<file path="src/rtl/mips_muldiv.sv">
// Iterative MIPS multiply/divide unit with architectural HI/LO registers.
// One product/quotient bit per cycle, then a single sign-fixup cycle.
module mips_muldiv #(
    parameter int WIDTH = 32
) (
    input  logic             clk,
    input  logic             rst_n,
    input  logic             start,
    input  logic [2:0]       op,
    input  logic [WIDTH-1:0] op_x,
    input  logic [WIDTH-1:0] op_y,
    input  logic             flush,
    output logic             busy,
    output logic             done,
    output logic             div_by_zero,
    output logic [WIDTH-1:0] hi,
    output logic [WIDTH-1:0] lo
);
    localparam int CNT_W = $clog2(WIDTH + 1);

    typedef enum logic [1:0] {IDLE, MUL, DIV, FIX} state_t;

    state_t             state, state_nxt;
    logic [2*WIDTH-1:0] acc;
    logic [WIDTH-1:0]   yreg;
    logic [CNT_W-1:0]   cnt;
    logic               sx, sy, is_div, dz;

    logic               op_signed, y_zero, accept;
    logic [WIDTH-1:0]   abs_x, abs_y;
    logic [WIDTH:0]     mul_sum, div_shift, div_diff;
    logic [2*WIDTH-1:0] prod_neg;
    logic [WIDTH-1:0]   fix_hi, fix_lo;

    assign op_signed = ~op[0];
    assign y_zero    = (op_y == '0);
    assign accept    = start & ~flush & ~op[2];
    assign abs_x     = (op_signed && op_x[WIDTH-1]) ? -op_x : op_x;
    assign abs_y     = (op_signed && op_y[WIDTH-1]) ? -op_y : op_y;
    assign busy      = (state != IDLE);

    // MUL: acc = {partial product, remaining multiplier bits}, shifted right.
    // DIV: acc = {partial remainder, remaining dividend / quotient bits}, shifted left.
    assign mul_sum   = {1'b0, acc[2*WIDTH-1:WIDTH]} + {1'b0, yreg};
    assign div_shift = {acc[2*WIDTH-1:WIDTH], acc[WIDTH-1]};
    assign div_diff  = div_shift - {1'b0, yreg};
    assign prod_neg  = -acc;

    always_comb begin
        fix_hi = acc[2*WIDTH-1:WIDTH];
        fix_lo = acc[WIDTH-1:0];
        if (dz) begin
            fix_hi = acc[2*WIDTH-1:WIDTH];
            fix_lo = acc[WIDTH-1:0];
        end else if (is_div) begin
            fix_lo = (sx ^ sy) ? -acc[WIDTH-1:0] : acc[WIDTH-1:0];
            fix_hi = sx ? -acc[2*WIDTH-1:WIDTH] : acc[2*WIDTH-1:WIDTH];
        end else if (sx ^ sy) begin
            fix_hi = prod_neg[2*WIDTH-1:WIDTH];
            fix_lo = prod_neg[WIDTH-1:0];
        end
    end

    always_comb begin
        state_nxt = state;
        case (state)
            IDLE: if (accept) state_nxt = op[1] ? (y_zero ? FIX : DIV) : MUL;
            MUL, DIV: begin
                if (flush) state_nxt = IDLE;
                else if (cnt == CNT_W'(1)) state_nxt = FIX;
            end
            FIX: state_nxt = IDLE;
            default: state_nxt = IDLE;
        endcase
    end

    always_ff @(posedge clk or negedge rst_n) begin
        if (!rst_n) state <= IDLE;
        else        state <= state_nxt;
    end

    always_ff @(posedge clk or negedge rst_n) begin
        if (!rst_n) begin
            hi          <= '0;
            lo          <= '0;
            acc         <= '0;
            yreg        <= '0;
            cnt         <= '0;
            sx          <= 1'b0;
            sy          <= 1'b0;
            is_div      <= 1'b0;
            dz          <= 1'b0;
            done        <= 1'b0;
            div_by_zero <= 1'b0;
        end else begin
            done        <= 1'b0;
            div_by_zero <= 1'b0;
            case (state)
                IDLE: begin
                    if (start && !flush) begin
                        case (op)
                            3'd0, 3'd1, 3'd2, 3'd3: begin
                                sx     <= op_signed & op_x[WIDTH-1];
                                sy     <= op_signed & op_y[WIDTH-1];
                                is_div <= op[1];
                                dz     <= op[1] & y_zero;
                                cnt    <= CNT_W'(WIDTH);
                                yreg   <= op[1] ? abs_y : abs_x;
                                // A zero divisor preloads the final HI/LO image directly.
                                if (op[1] && y_zero)
                                    acc <= {op_x, {WIDTH{1'b1}}};
                                else if (op[1])
                                    acc <= {{WIDTH{1'b0}}, abs_x};
                                else
                                    acc <= {{WIDTH{1'b0}}, abs_y};
                            end
                            3'd4:    hi <= op_x;
                            3'd5:    lo <= op_x;
                            default: ;
                        endcase
                    end
                end
                MUL: begin
                    if (!flush) begin
                        acc <= acc[0] ? {mul_sum, acc[WIDTH-1:1]}
                                      : {1'b0, acc[2*WIDTH-1:1]};
                        cnt <= cnt - CNT_W'(1);
                    end
                end
                DIV: begin
                    if (!flush) begin
                        acc <= div_diff[WIDTH]
                             ? {div_shift[WIDTH-1:0], acc[WIDTH-2:0], 1'b0}
                             : {div_diff[WIDTH-1:0], acc[WIDTH-2:0], 1'b1};
                        cnt <= cnt - CNT_W'(1);
                    end
                end
                FIX: begin
                    cnt <= '0;
                    if (!flush) begin
                        hi          <= fix_hi;
                        lo          <= fix_lo;
                        done        <= 1'b1;
                        div_by_zero <= dz;
                    end
                end
                default: ;
            endcase
        end
    end
endmodule

</file>
<file path="config.mk">
export PLATFORM = sky130hd
export DESIGN_NAME = mips_muldiv
export DESIGN_NICKNAME = d
export VERILOG_FILES = /design/src/rtl/mips_muldiv.sv
export SDC_FILE = /design/constraint.sdc
export NUM_CORES = 1
export LEC_CHECK = 0
export BUFFER_PORTS_ARGS = -buffer_cell sky130_fd_sc_hd__buf_2
export CORE_MARGIN = 5
export CORE_UTILIZATION = 30
export DETAILED_ROUTE_END_ITERATION = 10
export GPL_ROUTABILITY_DRIVEN = 0
export PLACE_DENSITY = 0.45
export SYNTH_ARGS = -nofsm -noshare
export SYNTH_HDL_FRONTEND = slang
export SYNTH_SLANG_ARGS = --single-unit
</file>
<file path="constraint.sdc">
create_clock -name clk -period 4.4 [get_ports clk]
set_input_delay 0.88 -clock clk [delete_from_list [all_inputs] [get_ports clk]]
set_output_delay 0.88 -clock clk [all_outputs]
set_load 0.01 [all_outputs]
</file>
==> impl_metrics.csv <==
group,metric,value,unit
setup_path,max_stage_delay,560,ps
route,wl,72600,microns
grt,met2_usage,38.1,%
timing,hold_ws,478,ps
route,routedWlPerCell,25.2,microns
timing,max_slew_margin,17.4,%
pwr,vdd_drop_max,0.587,mV
yosys,synth_top_area_cell,"dfrtp_1",
yosys,synth_cell_type_count,71,
pwr,internal-power,8.32,mW
die,ios,138,
yosys,avgSynthCellArea,7.64,sq um
setup_path,startpoint_type,"register",
yosys,yosys-top-cells-count,"nand2_1, a21oi_1, nor2_1",
grt,antenna_found_initial,3,
cells_and_area,fin_cells,2877,
pwr,p_leak,7.77,nW
timing,fin_skew,11.3,ps
die,die_y,241,microns
timing,rsz0062_at_grt,"false",
placed_design,dp_hpwl,55800,microns
die,die_w,241,microns
setup_path,cp_data_arrival_time,4350,ps
placed_design,dp_cells,2845,
cells_and_area,syn_to_final_growth,14.1,%
grt,first_global_vias,15600,
route,routed-via-count,16800,
cells_and_area,final_layout_size_suffix_gt1_share,13.8,%
yosys,synth-async-reset-ratio,100,%
timing,slew_viol_final,0,
yosys,yosys_warnings,0,
setup_path,end_kind,"register",
grt,grt_pass1_wl,105000,microns
pwr,powerDensity,1000,mW/mm^2
timing,fmax,249,MHz
clock_network,clk_latency,480,ps
timing,setup_violations,0,
hold_path,hold_class,"input pin to async pin",
timing,finalHoldViolCount,0,
setup_path,cpMostUsedCell,"or3_1",
setup_path,crit_type,"register to register",
grt,groute.usage.overall,24.3,%
placed_design,io_buffers,137,
cells_and_area,final_area,0.0182,sq mm
cells_and_area,final_util,34.6,%
pwr,p_comb_share,72.6,%
yosys,synthesis.area,0.0160,sq mm
setup_path,critical_path.top_delay_family,"simple AND/OR/NAND/NOR gates",
setup_path,crit_path_max_fanout,7,
timing,finalWorstSetupSlack,387,ps
die,start_util,30.3,%
setup_path,cp_cell_sequence,"inv_1, ha_1, or4b_1, or2_2, or3_1, or4_1, or3_1, o21ai_0, a21oi_1, xnor2_1, a221oi_1",
grt,use_met3,4.47,%
grt,gr-total-overflow,0,
clock_network,h-tree-depth,4,
outcome,status,"finished, final reports clean",
die,rows,84,
yosys,synth.area.top_cells,"dfrtp_1, a21oi_1, o21ai_0",
placed_design,preCtsSetupSlack,364,ps
clock_network,ctsResizeCount,0,
yosys,synthCells,2090,
route,ant_nets,0,
clock_network,holdBufCountCts,0,
timing,fin_crit,4010,ps
die,core,0.0527,sq mm
setup_path,worst-path-buf-inv,1,
yosys,synth_top_area_share,27.3,%
route,route.detailed.drc,0,
route,routed_via_density,5.85,
grt,grt_max_degree,94,
clock_network,cts_buffer_depth,2,
route,drtIter0Drc,1799,
timing,fin_tns_setup,0,ps
cells_and_area,fin_nets,2324,
clock_network,cts_tree,"built",
timing,finalCritPeriodShare,91.2,%
timing,worstMarginPinSlew,1230,ps
setup_path,required,4730,ps
placed_design,placed_cell_area,0.0176,sq mm
yosys,synth_nets,2238,
yosys,yosysMostFrequentCell,"nand2_1",
clock_network,cts-root-buf,"clkbuf_16",
die,die_area,0.0579,sq mm
pwr,swShare,54.3,%
grt,busiest_layer,"met2",
yosys,synth_seq_cells,174,
clock_network,postCtsSetupBuffers,0,
pwr,power,18.2,mW
yosys,synth_edf_count,0,
yosys,ys_seq_area_share,27.3,%
pwr,clockPowerShare,8.7,%
pwr,switchingPower,9.88,mW
grt,use_met1,33.9,%
yosys,ys.flop_type,"dfrtp_1",
clock_network,clock-sinks,174,
job,cap_violations,0,
clock_network,cts_buffers,17,
pwr,seq_power_share,18.7,%
setup_path,slowest_stage,"or4_1",
clock_network,clk_pin_slew_worst_paths,70,ps
route,dr.pass1.iters,5,
[area by class of cell]
class | count | area (sq um)
repair buffers | 216 | 1310
flip-flops and latches | 174 | 4350
clock buffers | 19 | 443
clock inverters | 12 | 126
well taps | 688 | 861
diodes | 1 | 2.50
inverters | 67 | 251
multi-input cells | 1700 | 10900
fillers | 5612 | 34500
[power groups by stage]
stage | Combinational (mW) | Sequential [mW] | Clock (mW)
global route | 14.5 | 3.50 | 1.66
CTS | 13.1 | 3.39 | 1.60
global placement | 13.0 | 3.40 | 0
floorplan | 9.04 | 3.12 | 0
detailed placement | 13.0 | 3.42 | 0
finish | 13.2 | 3.40 | 1.58
[kinds of logic after synthesis]
group | Yosys count | synth area share [%]
AOI/OAI and AO/OA | 752 | 30.0
and+or+nand+nor | 658 | 19.1
buffers and inverters | 216 | 5.17
DFF | 174 | 27.3
xor gates and xnor gates | 163 | 8.94
adders and majority gates | 77 | 6.13
muxes | 50 | 3.31
[worst register-to-register path: cells and delay by family (launching register included)]
family	cells	cell delay, ps
and+or+nand+nor	5	2170
adders and majority gates	1	250
AOI/OAI and AO/OA	3	400
buffers and inverters	1	250
xor gates and xnor gates	1	340
DFF	1	460
[per-layer routing]
| metal | wire length [microns] | vias up | share of wire, % |
|---|---|---|---|
| met3 | 5250 | 91 | 7.2 |
| met1 | 32800 | 8252 | 45 |
| li1 | - | 7807 | - |
| met2 | 32300 | 668 | 44 |
| met4 | 2280 | 4 | 3.1 |
| met5 | 23 | - | 0.032 |
[placed cells by master, fill, tap and decap left out, types with 37 or more instances in the layout]
cell type / netlist / routed
o21ai_0: 192 / 192
a21o_1: 61 / 61
xor2_1: 70 / 70
dfrtp_1: 174 / 174
buf_2: 5 / 136
inv_1: 66 / 66
a21oi_1: 206 / 204
a211oi_1: 45 / 45
nor3_1: 37 / 37
nor2_1: 200 / 200
xnor2_1: 93 / 93
nand2_1: 218 / 217
a221oi_1: 40 / 40
buf_4: 0 / 77
ha_1: 75 / 72
[path summary, 6_finish.rpt]
check / start / end / slack, ps / cells past startpoint
max: acc[33] / hi[22] / 390 / 11
min: rst_n / hi[26] / 480 / 1
max reg2reg: acc[33] / hi[22] / 390 / 11
min reg2reg: lo[16] / lo[16] / 480 / 1
max in group asynchronous: rst_n / yreg[12] / 2960 / 2
min in group clk: lo[16] / lo[16] / 480 / 1
[flip-flops by register name, summed over array words and instances (netlist names), 2 cells and up]
signal	cells
lo	32
hi	32
state	2
cnt	6
yreg	32
acc	64
Note: power is estimated with default switching activity, not from simulation.
